`src/rtl/outlier_stream_reader.sv`:
```
// Drains the Controller's outlier-position FIFO onto a valid/ready stream,
// holding back the newest word until it is known whether it is the last one.
module outlier_stream_reader #(
  parameter int N           = 16,
  parameter int QUEUE_DEPTH = 4
) (
  input  logic           clock,
  input  logic           reset,
  input  logic           start,
  input  logic           ctrl_done,
  input  logic           fifo_empty,
  input  logic [N-1:0]   fifo_dout,
  output logic           read_fifo,
  output logic [N-1:0]   m_data,
  output logic           m_valid,
  output logic           m_last,
  input  logic           m_ready,
  output logic [2*N-1:0] outlier_count,
  output logic           busy,
  output logic           finished
);

  localparam int AW = (QUEUE_DEPTH > 1) ? $clog2(QUEUE_DEPTH) : 1;
  localparam int CW = AW + 1;

  typedef enum logic [1:0] {S_IDLE, S_DRAIN, S_FLUSH, S_DONE} state_e;

  state_e           state_q, state_d;
  logic [N-1:0]     mem_q [QUEUE_DEPTH];
  logic [AW-1:0]    wr_ptr_q, wr_ptr_d;
  logic [AW-1:0]    rd_ptr_q, rd_ptr_d;
  logic [CW-1:0]    occ_q, occ_d;
  logic             inflight_q;
  logic [1:0]       done_q;
  logic [2*N-1:0]   cnt_q, cnt_d;

  logic             in_drain, in_flush, start_ok;
  logic             push, pop, end_cond;
  logic [CW:0]      demand;

  assign in_drain = (state_q == S_DRAIN);
  assign in_flush = (state_q == S_FLUSH);
  assign start_ok = start & ((state_q == S_IDLE) | (state_q == S_DONE));

  // The in-flight word already owns a queue slot, so it is counted here.
  assign demand    = {1'b0, occ_q} + {{CW{1'b0}}, inflight_q};
  assign read_fifo = in_drain & ~fifo_empty & (demand < (CW+1)'(QUEUE_DEPTH));

  assign push     = inflight_q;
  assign end_cond = done_q[1] & fifo_empty & ~inflight_q;

  // A lone word in DRAIN may still be followed by another, so it waits.
  assign m_valid = (occ_q >= CW'(2)) | ((occ_q == CW'(1)) & in_flush);
  assign m_last  = (occ_q == CW'(1)) & in_flush;
  assign m_data  = m_valid ? mem_q[rd_ptr_q] : '0;
  assign pop     = m_valid & m_ready;

  assign outlier_count = cnt_q;
  assign busy          = in_drain | in_flush;
  assign finished      = (state_q == S_DONE);

  always_comb begin
    state_d = state_q;
    unique case (state_q)
      S_IDLE:  if (start) state_d = S_DRAIN;
      S_DRAIN: if (end_cond) state_d = S_FLUSH;
      S_FLUSH: if ((occ_q == '0) || (pop && m_last)) state_d = S_DONE;
      S_DONE:  if (start) state_d = S_DRAIN;
      default: state_d = S_IDLE;
    endcase
  end

  always_comb begin
    wr_ptr_d = wr_ptr_q;
    rd_ptr_d = rd_ptr_q;
    occ_d    = occ_q;
    cnt_d    = cnt_q;
    if (start_ok) begin
      wr_ptr_d = '0;
      rd_ptr_d = '0;
      occ_d    = '0;
      cnt_d    = '0;
    end else begin
      if (push) wr_ptr_d = wr_ptr_q + AW'(1);
      if (pop)  rd_ptr_d = rd_ptr_q + AW'(1);
      if (push && !pop)      occ_d = occ_q + CW'(1);
      else if (!push && pop) occ_d = occ_q - CW'(1);
      if (pop && !(&cnt_q)) cnt_d = cnt_q + (2*N)'(1);
    end
  end

  always_ff @(posedge clock or negedge reset) begin
    if (!reset) begin
      state_q    <= S_IDLE;
      wr_ptr_q   <= '0;
      rd_ptr_q   <= '0;
      occ_q      <= '0;
      inflight_q <= 1'b0;
      done_q     <= '0;
      cnt_q      <= '0;
    end else begin
      state_q    <= state_d;
      wr_ptr_q   <= wr_ptr_d;
      rd_ptr_q   <= rd_ptr_d;
      occ_q      <= occ_d;
      inflight_q <= read_fifo;
      done_q     <= {done_q[0], ctrl_done};
      cnt_q      <= cnt_d;
    end
  end

  // Storage needs no reset: m_data is masked whenever the queue is not presenting.
  always_ff @(posedge clock) begin
    if (push && !start_ok) mem_q[wr_ptr_q] <= fifo_dout;
  end

endmodule

```
`config.mk`:
```
export PLATFORM = sky130hd
export DESIGN_NAME = outlier_stream_reader
export DESIGN_NICKNAME = d
export VERILOG_FILES = /design/src/rtl/outlier_stream_reader.sv
export SDC_FILE = /design/constraint.sdc
export NUM_CORES = 1
export LEC_CHECK = 0
export ABC_AREA = 1
export BUFFER_PORTS_ARGS = -buffer_cell sky130_fd_sc_hd__buf_4
export CORE_ASPECT_RATIO = 0.6
export CORE_MARGIN = 1
export CORE_UTILIZATION = 55
export DETAILED_ROUTE_END_ITERATION = 10
export GPL_TIMING_DRIVEN = 0
export PLACE_DENSITY = 0.75
export SETUP_SLACK_MARGIN = 0.2
export SYNTH_ARGS = -nofsm -noshare
export SYNTH_HDL_FRONTEND = slang
export SYNTH_SLANG_ARGS = --single-unit
export TNS_END_PERCENT = 5
```
`constraint.sdc`:
```
create_clock -name clock -period 2.6 [get_ports clock]
set_input_delay 0.39 -clock clock [delete_from_list [all_inputs] [get_ports clock]]
set_output_delay 0.39 -clock clock [all_outputs]
set_load 0.01 [all_outputs]
```
==> results of run 1 <==
==> power groups by stage <==
stage	Combinational (mW)	Sequential (mW)	Clock [mW]
final	2.51	2.11	1.40
after global routing	2.77	2.13	1.47
after CTS	2.50	2.11	1.41
after detailed placement	2.44	2.14	0
after global placement	2.37	2.13	0
after floorplan	1.46	2.12	0
==> per-layer routing <==
metal	part of all wire, %	vias up
li1	-	2236
met1	47	2269
met2	41	237
met3	11	13
met4	0.76	0
met5	0	-
==> metrics by stage <==
stage	cells	area (um^2)	hold WS (ns)	setup TNS (ns)	util, %
after floorplan	631	5461	0.09441	0	-
after global placement	835	6180	0.3451	-9.564	65.80
after detailed placement	837	6220	0.3426	0	66.23
after CTS	853	6551	0.05674	0	69.76
after global routing	853	6559	0.07801	0	69.84
final	853	6559	0.03252	0	69.84
==> how the worst max path moves through the flow <==
stage / from / endpoint / slack [ns]
after detailed placement: state_q[0] / mem_q[1][8] / 0.20
after floorplan: state_q[0] / mem_q[0][0] / 0.46
after global routing: state_q[0] / mem_q[0][5] / 0.02
after CTS: state_q[0] / mem_q[1][0] / 0.18
after global placement: state_q[0] / mem_q[3][8] / -0.20
final: occ_q[0] / m_data[12] / 0.19
==> critical path: cells and delay by family, from the launching register on <==
kind	cells	cell delay (ns)
adder cells (fa/ha/maj)	1	0.22
flip-flops	1	0.42
AND/OR/NAND/NOR	2	0.28
AO/OA/AOI/OAI	1	0.06
buffers and inverters	4	0.67
==> state kept, by name, summed over array words and instances, names as in the netlist <==
register / flops
wr_ptr_q: 2
done_q: 2
state_q: 2
occ_q: 3
outlier_count: 32
inflight_q: 1
rd_ptr_q: 2
mem_q: 64
==> kinds of logic (layout without fill, tap and decap cells) <==
kind of cell	count (synthesis)	in the layout	synth area share, %
compound gates	64	64	6.094
simple gates	372	372	28.96
fa+ha+maj	14	14	3.207
buf+inv	64	156	4.948
xor+xnor	9	9	1.443
flops	108	108	55.35
==> repair_timing <==
action                                  4_1_cts  5_1_grt
cloned                                        0        0
buffers inserted                              0        0
endpoints found under the setup margin       47       82
gates resized for setup                      12        1
==> placed cells by master (no fill, tap or decap), drive strengths merged <==
cell	count
ha	14
edfxtp	64
dfrtp	44
xor2	5
clkbuf	23
nand2	180
o21ai	42
inv	44
or2	5
nand3	30
nor2	134
nor3b	1
clkinv	6
o21bai	1
a31oi	1
buf	83
a21oi	18
o211ai	2
xnor2	4
nand4	22
==> final cells by class <==
class	count	area [um^2]	share of cell area, %
plain buffers	21	126.4	1.927
clock buffers	9	225.2	3.434
clock inverters	7	86.33	1.316
inverters	43	163.9	2.499
multi-input cells	459	2186	33.33
flip-flops and latches	108	3023	46.09
well taps	130	162.7	2.480
repair buffers	76	585.6	8.928
==> flow_metrics.env, run 1 <==
export IMPL_cp_required_ns=2.21
export IMPL_p_sw_mw=2.420
export IMPL_pwr_share_clk_pct=23.2
export IMPL_maxSlewHeadroom_pct=37.39
export IMPL_synthFlopType="edfxtp_1"
export IMPL_worst_pin_slew_ns=0.9381
export IMPL_cts_tree="yes"
export IMPL_rsz0062_at_grt="true"
export IMPL_p_int_mw=3.598
export IMPL_timing_rr_start="state_q[0]"
export IMPL_max_freq_mhz=415.3
export IMPL_crit_slowest_cell="dfrtp_1"
export IMPL_hold_viol=0
export IMPL_ff2ff_path_depth=5
export IMPL_yosysMostFrequentCell="nand2_1"
export IMPL_grtUsageMet1_pct=47.10
export IMPL_ios=75
export IMPL_fillCellCount=775
export IMPL_synth_edff_count=64
export IMPL_globalplace_congestion=0.9898
export IMPL_setup_slack_ns=0.1923
export IMPL_dr_pass1_iters=6
export IMPL_switching_share_pct=40.22
export IMPL_via_count=4755
export IMPL_port_buffers=74
export IMPL_ys_ff_latch=108
export IMPL_crit_arrival_ns=2.02
export IMPL_wl_um=14930
export IMPL_power_leakage_nw=2.865
export IMPL_fin_crit_sh_pct=92.60
export IMPL_cpPeakStageDelay_ns=0.42
export IMPL_power_density_nw_per_um2=917.6
export IMPL_cts_path_max_buffers=2
export IMPL_via_per_inst=5.574
export IMPL_async_flop_share_pct=40.74
export IMPL_syn_avg_cell_area_um2=8.655
export IMPL_drv_slew=0
export IMPL_die_area_um2=10350
export IMPL_setup_viol=0
export IMPL_core_rowCount=27
export IMPL_timing_rr_end="mem_q[1][0]"
export IMPL_grt_pass1_wl_um=23500
export IMPL_fin_nets=754
export IMPL_drive_above_1_share_pct=18.95
export IMPL_netlist_area_um2=5461
export IMPL_skew_ns=0.01105
export IMPL_clock_sinks=108
export IMPL_pwr_share_seq_pct=35.0
export IMPL_synth_nets=667
export IMPL_clkSlewWorstSetupHoldPaths_ns=0.08
export IMPL_cp_end_kind="output pin"
export IMPL_min_path_type="in2async"
export IMPL_cts_hold_buffers=0
export IMPL_grt_use_met3_pct=8.895
export IMPL_clockRootBuffer="clkbuf_16"
export IMPL_cp_start_kind="flop"
export IMPL_grt_overflow=0
export IMPL_ys_types=31
export IMPL_synth_area_top_cells="edfxtp_1, dfrtp_1, nand2_1"
export IMPL_synth_common_cells="nand2_1, nor2_1, edfxtp_1"
export IMPL_gr_max_usage_layer="met1"
export IMPL_diodes=0
export IMPL_p_comb_share_pct=41.8
export IMPL_total_power_mw=6.018
export IMPL_avgRoutedWirePerCell_um=17.51
export IMPL_synth_top_cell_area_share_pct=35.19
export IMPL_critPathKind="reg2out"
export IMPL_first_global_vias=4434
export IMPL_gr_usage_all_layers_pct=31.35
export IMPL_fp_dieH_um=79.19
export IMPL_r2r_setup_slack_ns=0.20
export IMPL_clock_latency_ns=0.36
export IMPL_h_tree_depth=3
export IMPL_worst_ir_drop_vdd_mv=0.4868
export IMPL_synthCells=631
export IMPL_crit_chain="inv_1 -> ha_1 -> nor2_1 -> nand3_1 -> inv_2 -> clkbuf_8 -> a21oi_1 -> buf_4"
export IMPL_yosys_area_top_type="edfxtp_1"
export IMPL_drc=0
export IMPL_ant_nets=0
export IMPL_ys_warn_count=0
export IMPL_ys_seq_area_share_pct=55.35
export IMPL_core_um2=9392
export IMPL_outcome="finished clean"
export IMPL_use_met2_pct=44.13
export IMPL_dpl_hpwl_um=11000
export IMPL_numCtsBuffers=9
export IMPL_crit_fanout=10
export IMPL_fin_crit_ns=2.408
export IMPL_drt_iter0_markers=419
export IMPL_start_util_pct=58.15
export IMPL_die_w_um=130.6
export IMPL_dp_slack_ns=0.1962
export IMPL_antenna_found_initial=0
export IMPL_grt_max_degree=45
export IMPL_max_cap_violations=0
export IMPL_synthToLayoutAreaGrowth_pct=20.09
Note: power is estimated with default switching activity, not from simulation.
==> inputs of run 2 (changes only) <==
==> constraint.sdc (replaced) <==
create_clock -name clock -period 2.6 [get_ports clock]
set_input_delay 0.26 -clock clock [delete_from_list [all_inputs] [get_ports clock]]
set_output_delay 0.26 -clock clock [all_outputs]
set_load 0.01 [all_outputs]
==> run 2 against run 1 <==
- critical path depth stayed put
- power is 0.35% lower
- critical endpoint unchanged
- core utilization hardly changed
- cell count is 0.12% higher
- sequential power hardly changed
- clock skew hardly changed
- combinational power hardly changed
==> flow_metrics.env, run 2 (same netlist as run 1, synthesis figures left out) <==
export IMPL_grt_pass1_wl_um=23500
export IMPL_via_per_inst=5.585
export IMPL_layout_commonest_cell="nand2_1"
export IMPL_crit_family="buffers and inverters"
export IMPL_antenna_found_initial=0
export IMPL_hold_viol=0
export IMPL_crit_chain="inv_1 -> ha_1 -> nor2_1 -> nand3_1 -> inv_1 -> clkbuf_4 -> a21oi_1 -> buf_4"
export IMPL_wl_um=15000
export IMPL_globalplace_congestion=0.9898
export IMPL_cts_tree="yes"
export IMPL_crit_arrival_ns=2.16
export IMPL_layout_common_cells="nand2_1, nor2_1, buf_4"
export IMPL_min_path_type="in2reg"
export IMPL_clockRootBuffer="clkbuf_16"
export IMPL_hold_depth=1
export IMPL_total_power_mw=5.997
export IMPL_diodes=0
export IMPL_drt_iter0_markers=468
export IMPL_setup_slack_ns=0.1792
export IMPL_max_cap_violations=0
export IMPL_avgRoutedWirePerCell_um=17.56
export IMPL_cp_required_ns=2.34
export IMPL_crit_slowest_cell="dfrtp_1"
export IMPL_fin_nets=755
export IMPL_power_density_nw_per_um2=914.9
export IMPL_cp_start_kind="flop"
export IMPL_grt_max_degree=45
export IMPL_fin_crit_ns=2.421
export IMPL_grt_overflow=0
export IMPL_die_w_um=130.6
export IMPL_placed_area_um2=6220
export IMPL_cp_end_kind="output pin"
export IMPL_first_global_vias=4434
export IMPL_ios=75
export IMPL_start_util_pct=58.15
export IMPL_fp_dieH_um=79.19
export IMPL_gr_usage_all_layers_pct=31.31
export IMPL_skew_ns=0.01093
export IMPL_h_tree_depth=3
export IMPL_die_area_um2=10350
export IMPL_dp_slack_ns=0.1962
export IMPL_maxSlewHeadroom_pct=38.26
export IMPL_cpMostUsedCell="inv_1"
export IMPL_largest_register_ffs=64
export IMPL_hold_ws_ns=0.01100
export IMPL_top_register="mem_q"
export IMPL_dr_pass1_iters=5
export IMPL_r2r_setup_slack_ns=0.20
export IMPL_stdcell_count=854
export IMPL_rsz0062_at_grt="true"
export IMPL_outcome="finished clean"
export IMPL_clock_sinks=108
export IMPL_synthToLayoutAreaGrowth_pct=20.02
export IMPL_core_um2=9392
export IMPL_fin_crit_sh_pct=93.11
export IMPL_setup_tns_ns=0
export IMPL_via_count=4770
export IMPL_max_freq_mhz=413.1
export IMPL_drive_above_1_share_pct=17.96
export IMPL_cts_path_max_buffers=2
export IMPL_crit_fanout=10
export IMPL_critical_path_depth=8
export IMPL_dpl_cell_count=837
export IMPL_clkSlewWorstSetupHoldPaths_ns=0.08
export IMPL_ant_nets=0
export IMPL_setup_viol=0
export IMPL_fin_util_pct=69.80
export IMPL_critPathKind="reg2out"
export IMPL_worst_pin_slew_ns=0.9251
export IMPL_drc=0
export IMPL_clock_latency_ns=0.36
export IMPL_cpPeakStageDelay_ns=0.43
export IMPL_fin_area_um2=6555
export IMPL_drv_slew=0
export IMPL_numCtsBuffers=9
export IMPL_ff2ff_path_depth=5
export IMPL_dpl_hpwl_um=11000
export IMPL_core_rowCount=27
export IMPL_worst_ir_drop_vdd_mv=0.4826
export IMPL_critPathBufInv=4
export IMPL_port_buffers=74
export IMPL_power_leakage_nw=2.851
==> run 2: what timing repair did <==
| action | in CTS | in global routing |
|---|---|---|
| gates resized for setup | 4 | 1 |
| buffers inserted | 0 | 0 |
| setup endpoints to repair | 42 | 81 |
| hold endpoints to repair | 44 | 0 |
| hold buffers | 1 | 0 |
==> run 2: routing by layer <==
layer  up-vias  track usage [%]  wire, um
met3        15            8.895      1660
met1      2277            47.05      7106
met4         0            7.816       109
li1       2236                -         -
met5         -                0         0
met2       242            44.02      6120
==> run 2: worst reg2reg max path, cell delays in order, from the launching register on <==
cell,delay [ns]
dfrtp_1,0.44
inv_1,0.07
ha_1,0.33
nand2_2,0.20
nand2_1,0.21
nor2_2,0.76
==> run 2: final cells by class <==
cell class | instances | area, um^2
clock buffers | 9 | 225.2
flip-flops and latches | 108 | 3023
repair buffers | 77 | 595.6
fillers | 773 | 2836
well taps | 130 | 162.7
inverters | 43 | 163.9
multi-input cells | 459 | 2186
plain buffers | 21 | 112.6
clock inverters | 7 | 86.33
==> run 2: final timing paths <==
kind                            startpoint               end
worst max-delay path              occ_q[0]        m_data[12]
worst min-delay path             ctrl_done         done_q[0]
worst max register to register  state_q[0]       mem_q[0][6]
worst min register to register   done_q[0]         done_q[1]
max in group asynchronous            reset  outlier_count[1]
min in group asynchronous            reset        inflight_q
==> run 2: power by group <==
group,switching [mW],total (mW),internal [mW]
clock,0.712,1.40,0.691
combinational,1.59,2.49,0.896
sequential,0.119,2.11,1.99
